File: src/rtl/fifo.sv
// ---------------------------------------------------------------------------
// fifo -- single-clock synchronous FIFO with registered read data
//
// Parameters
//   DATA_WIDTH : width of one stored word in bits (default 8)
//   DEPTH      : capacity in words, power of two, at least 2 (default 16)
//
// Ports
//   clk       : single clock, every state change on its rising edge
//   reset     : synchronous active-high reset, takes priority over accesses
//   data_in   : write data, stored when a write is accepted
//   en_write  : write request
//   en_read   : read request
//   data_out  : registered read data, loaded one edge after an accepted read
//               request and held while no read is accepted
//   overflow  : raised after a write was rejected because the FIFO was full
//   underflow : raised after a read was rejected because the FIFO was empty
//   full      : count equals DEPTH (combinational from state)
//   empty     : count equals zero (combinational from state)
//   count     : number of words currently stored
//
// Configuration macro
//   FIFO_STICKY_FLAGS_EN : when defined, overflow and underflow latch at 1
//                          after the first violation and clear only on
//                          reset. When undefined they are one-cycle pulses.
// ---------------------------------------------------------------------------
module fifo #(
  parameter int DATA_WIDTH = 8,
  parameter int DEPTH      = 16
) (
  input  logic                     clk,
  input  logic                     reset,
  input  logic [DATA_WIDTH-1:0]    data_in,
  input  logic                     en_write,
  input  logic                     en_read,
  output logic [DATA_WIDTH-1:0]    data_out,
  output logic                     overflow,
  output logic                     underflow,
  output logic                     full,
  output logic                     empty,
  output logic [$clog2(DEPTH):0]   count
);

  localparam int ADDR_WIDTH = $clog2(DEPTH);

  localparam logic [ADDR_WIDTH:0]   COUNT_FULL = (ADDR_WIDTH + 1)'(DEPTH);
  localparam logic [ADDR_WIDTH:0]   COUNT_ONE  = (ADDR_WIDTH + 1)'(1);
  localparam logic [ADDR_WIDTH-1:0] PTR_ONE    = ADDR_WIDTH'(1);

  logic [DATA_WIDTH-1:0] mem [DEPTH];
  logic [ADDR_WIDTH-1:0] wr_ptr;
  logic [ADDR_WIDTH-1:0] rd_ptr;

  logic accept_write;
  logic accept_read;
  logic overflow_hit;
  logic underflow_hit;

  // Status flags come straight from the stored-word count so they are
  // always consistent with it, without extra registers to keep in step.
  assign full  = (count == COUNT_FULL);
  assign empty = (count == '0);

  // A read is accepted whenever something is stored. A write is accepted
  // when there is room, or when the FIFO is full but a read frees a slot
  // on the same edge. Since DEPTH >= 2, full implies not empty, so a
  // simultaneous read/write on a full FIFO always succeeds. On an empty
  // FIFO the read is rejected and the write still goes in; data_in is
  // never forwarded to data_out.
  assign accept_read   = en_read && !empty;
  assign accept_write  = en_write && (!full || accept_read);
  assign overflow_hit  = en_write && !accept_write;
  assign underflow_hit = en_read && !accept_read;

  // Storage array. It has no reset on purpose: after a reset the pointers
  // restart at zero, so any old contents are unreachable until they are
  // overwritten. Writes are suppressed on a reset edge so reset has
  // priority over a simultaneous write request.
  always_ff @(posedge clk) begin
    if (!reset && accept_write) begin
      mem[wr_ptr] <= data_in;
    end
  end

  // Pointers, count and registered read data. Pointers are exactly
  // ADDR_WIDTH bits wide, so they wrap from DEPTH-1 back to 0 naturally.
  // The count changes only when exactly one side of the transfer is
  // accepted; a simultaneous accepted read and write leaves it unchanged.
  always_ff @(posedge clk) begin
    if (reset) begin
      wr_ptr   <= '0;
      rd_ptr   <= '0;
      count    <= '0;
      data_out <= '0;
    end else begin
      if (accept_write) begin
        wr_ptr <= wr_ptr + PTR_ONE;
      end
      if (accept_read) begin
        rd_ptr   <= rd_ptr + PTR_ONE;
        data_out <= mem[rd_ptr];
      end
      case ({accept_write, accept_read})
        2'b10:   count <= count + COUNT_ONE;
        2'b01:   count <= count - COUNT_ONE;
        default: count <= count;
      endcase
    end
  end

  // Error flags. In the default build each flag reflects only the
  // violation seen at the most recent edge, giving a one-cycle pulse.
  // With sticky flags enabled a flag, once set, stays set until reset so
  // that slow software polling cannot miss a violation.
  always_ff @(posedge clk) begin
    if (reset) begin
      overflow  <= 1'b0;
      underflow <= 1'b0;
    end else begin
`ifdef FIFO_STICKY_FLAGS_EN
      overflow  <= overflow  | overflow_hit;
      underflow <= underflow | underflow_hit;
`else
      overflow  <= overflow_hit;
      underflow <= underflow_hit;
`endif
    end
  end

endmodule

File: config.mk
export PLATFORM = sky130hd
export DESIGN_NAME = fifo
export DESIGN_NICKNAME = d
export VERILOG_FILES = /design/src/rtl/fifo.sv
export SDC_FILE = /design/constraint.sdc
export NUM_CORES = 1
export LEC_CHECK = 0
export CORE_ASPECT_RATIO = 1.75
export CORE_MARGIN = 1
export CORE_UTILIZATION = 64
export DETAILED_ROUTE_END_ITERATION = 8
export HOLD_SLACK_MARGIN = 0.06
export MAX_ROUTING_LAYER = met4
export PLACE_DENSITY = 0.94
export SYNTH_ARGS = -nofsm -noshare
export SYNTH_HDL_FRONTEND = slang
export SYNTH_SLANG_ARGS = --single-unit
File: constraint.sdc
create_clock -name clk -period 4.8 [get_ports clk]
set_input_delay 0.96 -clock clk [delete_from_list [all_inputs] [get_ports clk]]
set_output_delay 0.96 -clock clk [all_outputs]
set_load 0.03 [all_outputs]
Word level (Yosys, flattened, before mapping)
Memories as Yosys holds them, arrays and structs flattened. A register that Yosys moved wholly into a read port is not among the register bits.
Index checks and enable logic that the tools add are counted.
{"block": "totals", "register_bits": 15, "ramBits": 128, "elab_cells": 29, "mem_count": 1}
{"memory": "mem", "depth": 16, "word_bits": 8, "read_ports": 1, "rd_clocked_by_memory_dff": 1, "write_ports": 1, "line_no": "50", "rtl": "logic [DATA_WIDTH-1:0] mem [DEPTH];"}
{"block": "classes", "n_addsub": 4, "n_eq_ne": 3, "muxes": 3, "n_reduce_logical": 13}
{"operator": "$pmux 5 s2", "n": 1}
{"operator": "$add 4x1->4 const B", "n": 2}
{"operator": "$add 5x1->5 const B", "n": 1}
{"operator": "$eq 5x5->1 const B", "n": 1}
{"operator": "$logic_and 1x1->1", "n": 5}
{"operator": "$logic_not 1->1", "n": 5}
{"operator": "$logic_not 5->1", "n": 1}
{"operator": "$sub 5x1->5 const B", "n": 1}
{"operator": "$eq 2x1->1 const B", "n": 1}
{"operator": "$eq 2x2->1 const B", "n": 1}
{"operator": "$mux 1", "n": 2}
{"operator": "$reduce_bool 2->1", "n": 1}
{"operator": "$logic_or 1x1->1", "n": 1}

Longest topological paths before layout
Gate-level depths: netlist of the first run.
{"block": "depth", "word_depth": 8, "ltp_mapped": 9, "depth_no_buf": 8}

Least setup slack after synthesis of the first run
No wires, ideal clock.
{"block": "synth_path", "path_kind": "input to register", "from": "input port en_write", "to": "register count[4]", "setup_ps": 95, "arrival_time_ps": 2949, "required_time_ps": 4705, "setup_slack_ps": 1756, "path_stages": 9, "n_path_buf": 1, "cell_sequence": "buf_2 nand2b_1 a21oi_2 inv_1 fa_1 nand2b_1 a21oi_1 mux2_2 a221oi_1"}
{"block": "synth_via", "elab_chain_cells": 3, "elab_cells_between_ends": 5}
{"element": "start, declared", "line_no": "34", "rtl": "input logic en_write,"}
{"element": "$logic_and 1x1->1 (*)", "line_no": "71", "rtl": "assign accept_write = en_write && (!full || accept_read);"}
{"element": "$eq 2x1->1 / $eq 2x2->1 (equally long branches)", "line_no": "103", "rtl": "case ({accept_write, accept_read})"}
{"element": "$pmux 5 s2 / $reduce_bool 2->1 (equally long branches)"}
{"element": "end signal, assigned", "line_no": "104", "rtl": "2'b10: count <= count + COUNT_ONE;"}
{"element": "end signal, assigned", "line_no": "105", "rtl": "2'b01: count <= count - COUNT_ONE;"}
{"element": "end signal, assigned", "line_no": "106", "rtl": "default: count <= count;"}
{"element": "end, declared", "line_no": "41", "rtl": "output logic [$clog2(DEPTH):0] count"}
Every way passes the cells marked *; elsewhere a longest branch is shown, timed or not.
A chain may end at the register's enable or synchronous reset.

Worst setup path in the final report of the first run
Ends and elaborated chain as after synthesis.

==> results of run 1 <==
-- how the worst min path moves through the flow --
stage                start           to  slack [ns]  cells past startpoint
6_report       data_out[0]  data_out[0]        0.50                      2
5_1_grt        data_out[6]  data_out[6]        0.54                      2
4_1_cts        data_out[0]  data_out[0]        0.50                      2
3_5_place_dp   data_out[0]  data_out[0]        0.49                      2
3_3_place_gp   data_out[7]  data_out[7]        0.48                      2
2_1_floorplan    rd_ptr[1]    rd_ptr[1]        0.52                      2
-- cell families after synthesis --
kind of cell | after synthesis | share of synthesized area
buffers and inverters | 27 | 0.0223
flip-flops | 151 | 0.690
AO/OA/AOI/OAI | 42 | 0.0510
adder cells (fa/ha/maj) | 9 | 0.0193
XOR/XNOR | 6 | 0.00843
multiplexers | 56 | 0.123
AND/OR/NAND/NOR | 88 | 0.0859
-- critical path, cell delays in order --
cell	delay [ns]
clkdlybuf4s50_1	0.56
nand2b_1	0.27
a21oi_2	0.26
inv_1	0.09
fa_1	0.40
nand2b_1	0.16
a21oi_1	0.33
mux2_2	0.38
a221oi_1	0.25
-- synth_stat cells (2+ instances only) --
| cell | number |
|---|---|
| mux4_2 | 16 |
| o211ai_1 | 3 |
| mux2i_1 | 36 |
| nor2b_1 | 3 |
| clkbuf_1 | 4 |
| dfxtp_1 | 23 |
| edfxtp_1 | 128 |
| a31oi_1 | 2 |
| nand2_1 | 8 |
| buf_6 | 3 |
| nor2_1 | 35 |
| mux2_1 | 3 |
| nor4_2 | 9 |
| buf_2 | 6 |
| nand3_1 | 2 |
| nand2b_1 | 8 |
| ha_1 | 8 |
| inv_1 | 7 |
| a21oi_1 | 2 |
| nor3_1 | 5 |
| nor3_2 | 8 |
| buf_1 | 5 |
| and3_1 | 2 |
| xor2_1 | 4 |
| buf_4 | 2 |
| a22o_1 | 8 |
| o22ai_1 | 16 |
| xnor2_1 | 2 |
| or3_1 | 2 |
| a21oi_2 | 3 |
-- registers in the layout, summed over array words and instances, names as in the netlist --
register	flops
overflow	1
data_out	8
mem	128
underflow	1
rd_ptr	4
wr_ptr	4
count	5
-- through the flow --
| stage | hold slack (ns) | setup slack [ns] | instances | area [um^2] | util |
|---|---|---|---|---|---|
| 5_1_grt | 0.539 | 1.25 | 548 | 7240 | 0.765 |
| 2_1_floorplan | 0.522 | 1.76 | 379 | 6230 | - |
| 3_3_place_gp | 0.484 | 1.17 | 516 | 6610 | 0.698 |
| 3_5_place_dp | 0.488 | 1.04 | 516 | 6610 | 0.698 |
| 6_report | 0.500 | 1.47 | 548 | 7240 | 0.765 |
| 4_1_cts | 0.503 | 1.48 | 548 | 7240 | 0.765 |
-- final cells by class --
type                    count  share of cell area
multi-input cells         201               0.247
flip-flops and latches    151               0.595
clock inverters            15              0.0285
inverters                   7             0.00363
clock buffers              17              0.0588
well taps                 122              0.0211
repair buffers             35              0.0460
-- power breakdown --
| part | switching, mW | total (mW) | internal (mW) |
|---|---|---|---|
| sequential | 0.0891 | 1.58 | 1.50 |
| clock | 0.564 | 1.41 | 0.842 |
| combinational | 0.510 | 0.871 | 0.361 |
| total | 1.16 | 3.86 | 2.70 |
-- metal layers --
metal | vias up | share of wire
met5 | - | 0
met4 | 0 | 0.030
met3 | 34 | 0.048
met2 | 147 | 0.58
met1 | 1730 | 0.35
li1 | 1544 | -
==> results by group, run 1 <==
Status
  • Outcome: finished, final reports clean

Placement
  • DPL Wire Length: 8370 um
  • Port-buffer cells: 28
  • Gpl congestion: 0.820

Clocking
  • TritonCTS Buffers: 17
  • Hold Buf Count CTS: 0
  • Clk_lat worst skew: 0.43 ns
  • Clk Tree Root Cell: clkbuf_16
  • H-tree Lvls: 4
  • Post-cts gate resize count: 0
  • Worst-path clk slew: 0.06 ns
  • Setup bufs post-CTS: 0
  • Clk sinks: 151
  • CTS tree: done
  • Clock buffer depth: 2

Synthesis
  • Synthesized Nets: 400
  • Leading area contributor after synthesis: edfxtp_1
  • Ys Warns: 0
  • Cell variety after synth: 46
  • Synth top area share: 0.616
  • Cell Area, Synth: 6230 um^2
  • Async set-or-reset flop fraction in the synthesized netlist: 0
  • Post-synth EDFFs: 128
  • Mapped Avg Cell Area: 16.5 um^2
  • Most used flip-flop cell after synthesis: edfxtp_1
  • Sequential cell area fraction in the yosys report: 0.690
  • #FFs+latches synth: 151
  • Syn Inst Count: 379
  • Top cells by area, synth: edfxtp_1 (62%), dfxtp_1 (7.4%), mux2i_1 (5.8%), mux4_2 (5.8%), nor2_1 (2.1%)

STA
  • F_max: 300 MHz
  • Final setup vio count: 0
  • Tmin final: 3.33 ns
  • Final hold viol count: 0
  • Clock Skews: 0.0105 ns
  • Max Slew Vio Count: 0
  • Headroom to the max-slew limit: 0.239
  • Setup tns final: 0 ns
  • Worst Tran Pin Value: 1.14 ns
  • Final period util: 0.694
  • RSZ-0062 raised after global routing: false

Min path
  • Worst hold path type: reg -> reg

Setup path
  • Critical path destination: count[4]
  • CP startpoint: en_write
  • Reg-to-reg critical path endpoint: count[4]
  • Setup crit start kind: input pin
  • Crit Path Category: in -> reg
  • Worst R2R Setup Slack: 2.07 ns
  • Crit path DAT: 3.66 ns
  • Worst-case reg-to-reg path depth: 8
  • CP Data Required Time: 5.13 ns
  • Worst Setup End Kind: flip-flop
  • R2r startpoint: count[4]
  • Worst-path maximum fanout: 9

GRT
  • Vias in the first global route: 3605
  • Largest net degree at the start of global routing: 37
  • Total gr overflow: 0
  • Grt met2 use: 0.507
  • GRT Resource Usage Total: 0.291
  • Grt met1 use: 0.309
  • Wire length of the first global-routing pass: 20300 um
  • Most used routing layer: met2
  • Initial antenna violation count: 0
  • Global routing usage on met3: 0.0759

Finish
  • N_diodes: 0
  • Sequential Area: 4310 um^2
  • Commonest non-fill, non-tap cells in the layout: edfxtp_1 (128), mux2i_1 (36), nor2_1 (35)
  • Layout cell share with drive strength beyond 1: 0.192
  • Most common cell after layout, fill and taps aside: edfxtp_1
  • Area growth syn-to-layout: 16.1%
  • Multi-input gate area: 1790 um^2
  • Fillers: 507
  • Final nets: 434

Route
  • Vias: 3455
  • DR iter-0 viols: 304
  • Post-route DRC: 0
  • Routed Wire Length: 12700 um
  • Post-route ant nets: 0
  • Average wire per standard cell: 23.2 um
  • Vias per cell: 6.30
  • DRT Pass-1 Iters: 5

Floorplanning
  • # IOs: 29
  • Die area: 10200 um^2
  • Die Wd: 76.6 um
  • Initial Util: 0.659
  • Rows: 47
  • Core ar.: 9470 um^2
  • Die Y: 133 um

Run
  • # Max-Cap Violations: 0

Power and ir drop
  • Tot Pwr: 3.86 mW
  • Pleak: 2.32 nW
  • Maximum VDD drop: 0.484 mV
  • Power per Cell Area: 533 nW/um^2
Note: power is estimated with default switching activity, not from simulation.
==> inputs of run 2 (changes only) <==
--- a/config.mk
+++ b/config.mk
@@ -7,11 +7,11 @@
 export LEC_CHECK = 0
 export CORE_ASPECT_RATIO = 1.75
 export CORE_MARGIN = 1
-export CORE_UTILIZATION = 64
+export CORE_UTILIZATION = 60
 export DETAILED_ROUTE_END_ITERATION = 8
 export HOLD_SLACK_MARGIN = 0.06
 export MAX_ROUTING_LAYER = met4
-export PLACE_DENSITY = 0.94
+export PLACE_DENSITY = 0.89
 export SYNTH_ARGS = -nofsm -noshare
 export SYNTH_HDL_FRONTEND = slang
 export SYNTH_SLANG_ARGS = --single-unit
==> constraint.sdc (replaced) <==
create_clock -name clk -period 3.2 [get_ports clk]
set_input_delay 0.64 -clock clk [delete_from_list [all_inputs] [get_ports clk]]
set_output_delay 0.64 -clock clk [all_outputs]
set_load 0.03 [all_outputs]
==> results by group, run 2 (same netlist as run 1, synthesis figures left out) <==
Status
  • Outcome: finished, final reports clean (unchanged)

Power and ir drop
  • Pleak: 2.38 nW (was 2.32 nW)
  • Tot Pwr: 5.61 mW (was 3.86 mW)
  • Power per Cell Area: 765 nW/um^2 (was 533 nW/um^2)
  • Maximum VDD drop: 0.632 mV (was 0.484 mV)

Floorplanning
  • Rows: 48 (was 47)
  • Die Wd: 79.1 um (was 76.6 um)
  • Core ar.: 9970 um^2 (was 9470 um^2)
  • Initial Util: 0.625 (was 0.659)
  • Die area: 10800 um^2 (was 10200 um^2)
  • Die Y: 137 um (was 133 um)
  • # IOs: 29 (unchanged)

Finish
  • N_diodes: 0 (unchanged)
  • Most common cell after layout, fill and taps aside: edfxtp_1 (unchanged)
  • Largest reg by FF count: mem (unchanged)
  • Area growth syn-to-layout: 17.5% (was 16.1%)
  • Layout cell share with drive strength beyond 1: 0.225 (was 0.192)
  • Final nets: 453 (was 434)
  • Commonest non-fill, non-tap cells in the layout: edfxtp_1 (128), mux2i_1 (36), nor2_1 (35) (unchanged)
  • Max FFs per register: 128 (unchanged)
  • Non-filler cells, final: 570 (was 548)
  • Biggest regs: mem x128, data_out x8, count x5 (unchanged)

GRT
  • GRT Resource Usage Total: 0.269 (was 0.291)
  • Total gr overflow: 0 (unchanged)
  • Largest net degree at the start of global routing: 27 (was 37)
  • Wire length of the first global-routing pass: 19700 um (was 20300 um)
  • Initial antenna violation count: 0 (unchanged)
  • Vias in the first global route: 3634 (was 3605)

Clocking
  • H-tree Lvls: 4 (unchanged)
  • Setup bufs post-CTS: 0 (unchanged)
  • TritonCTS Buffers: 17 (unchanged)
  • Clk_lat worst skew: 0.42 ns (was 0.43 ns)
  • CTS tree: done (unchanged)
  • Clock buffer depth: 2 (unchanged)
  • Worst-path clk slew: 0.06 ns (about the same)
  • Post-cts gate resize count: 0 (unchanged)
  • Clk sinks: 151 (unchanged)
  • Hold Buf Count CTS: 0 (unchanged)
  • Clk Tree Root Cell: clkbuf_16 (unchanged)

STA
  • Setup tns final: 0 ns (unchanged)
  • Max Slew Vio Count: 0 (unchanged)
  • Worst Tran Pin Value: 0.781 ns (was 1.14 ns)
  • Clock Skews: 0.0133 ns (was 0.0105 ns)
  • Headroom to the max-slew limit: 0.479 (was 0.239)
  • F_max: 346 MHz
  • RSZ-0062 raised after global routing: false (unchanged)
  • Final period util: 0.904
  • Final setup vio count: 0 (unchanged)
  • Tmin final: 2.89 ns
  • Final hold viol count: 0 (unchanged)

Placement
  • DPL Wire Length: 8200 um (was 8370 um)
  • Port-buffer cells: 28 (unchanged)
  • Gpl congestion: 0.881 (was 0.820)
  • Cells after DPL: 538 (was 516)

Setup path
  • Worst R2R Setup Slack: 0.54 ns (was 2.07 ns)
  • Worst-case reg-to-reg path depth: 8 (unchanged)
  • CP startpoint: count[0] (was en_write)
  • Slowest stage delay, CP: 0.67 ns (was 0.56 ns)
  • R2r startpoint: count[0] (was count[4])
  • Crit path DAT: 2.25 ns (was 3.66 ns)
  • CP Data Required Time: 2.56 ns (was 5.13 ns)
  • Worst-path maximum fanout: 12 (was 9)
  • Setup crit start kind: flip-flop (was input pin)
  • Worst path cell trace: or4_4, nor2_1, clkdlybuf4s50_1 (was clkdlybuf4s50_1, nand2b_1, a21oi_2, inv_1, fa_1, nand2b_1, a21oi_1, mux2_2, a221oi_1)
  • Reg-to-reg critical path endpoint: count[4] (unchanged)
  • Worst Setup End Kind: primary output (was flip-flop)
  • Crit Path Category: reg -> out (was in -> reg)
  • Critical path destination: empty (was count[4])
  • Slowest library cell on the worst path: clkdlybuf4s50_1 (unchanged)

Route
  • Average wire per standard cell: 22.1 um (was 23.2 um)
  • Routed Wire Length: 12600 um (was 12700 um)
  • Post-route DRC: 0 (unchanged)
  • Vias per cell: 6.15 (was 6.30)
  • DRT Pass-1 Iters: 5 (unchanged)
  • Vias: 3506 (was 3455)
  • Post-route ant nets: 0 (unchanged)
  • DR iter-0 viols: 253 (was 304)

Run
  • # Max-Cap Violations: 0 (unchanged)

Min path
  • Worst hold path type: reg -> reg (unchanged)
  • Worst Hold Depth: 2 (unchanged)
## run 2: cell types whose count changed in the layout (fill, tap and decap cells not counted), sizes merged
cell      delta
buf         +19
clkinvlp     +4
inv          -4
bufinv       -2
clkinv       +2
## run 2: per-stage QoR
stage	worst slack [ns]	cell area, um^2	hold WS (ns)	utilization
after detailed placement	0.253	6760	0.492	0.678
after global routing	0.246	7320	0.526	0.735
after global placement	0.330	6760	0.488	0.678
final	0.308	7320	0.499	0.735
after CTS	0.294	7320	0.505	0.735
after floorplan	0.476	6230	0.522	-
## run 2: how the worst min path moves through the flow
stage,slack (ns),endpoint,startpoint
after floorplan,0.52,rd_ptr[1],rd_ptr[1]
after global placement,0.49,data_out[3],data_out[3]
after detailed placement,0.49,data_out[5],data_out[5]
after CTS,0.51,data_out[5],data_out[5]
after global routing,0.53,data_out[5],data_out[5]
final,0.50,data_out[5],data_out[5]
## run 2: report_power, final
group	switching (mW)	internal (mW)	leakage, nW
registers	0.121	2.24	1.34
logic	0.786	0.559	0.766
clock network	0.811	1.08	0.268
total	1.72	3.89	2.38
## run 2: per-layer routing
metal  track usage  vias up  share of wire  wire length, um
met5             -        -              0                0
met1         0.286     1736           0.35             4430
met2         0.466      151           0.57             7210
met4         0.141        0          0.034              429
met3        0.0547       35          0.043              539
li1              -     1584              -                -
## run 2: area by class of cell
class	count	area, um^2
Sequential cell	151	4310
Clock buffer	17	425
Multi-Input combinational cell	201	1790
Tap cell	125	156
Fill cell	599	2650
Timing Repair Buffer	54	475
Inverter	7	26.3
Clock inverter	15	144
## run 2: worst max-delay path, delay by kind of cell, from the launching register on
| family | cells | cell delay, ns |
|---|---|---|
| and+or+nand+nor | 2 | 0.78 |
| buffers and inverters | 1 | 0.67 |
| DFF | 1 | 0.37 |
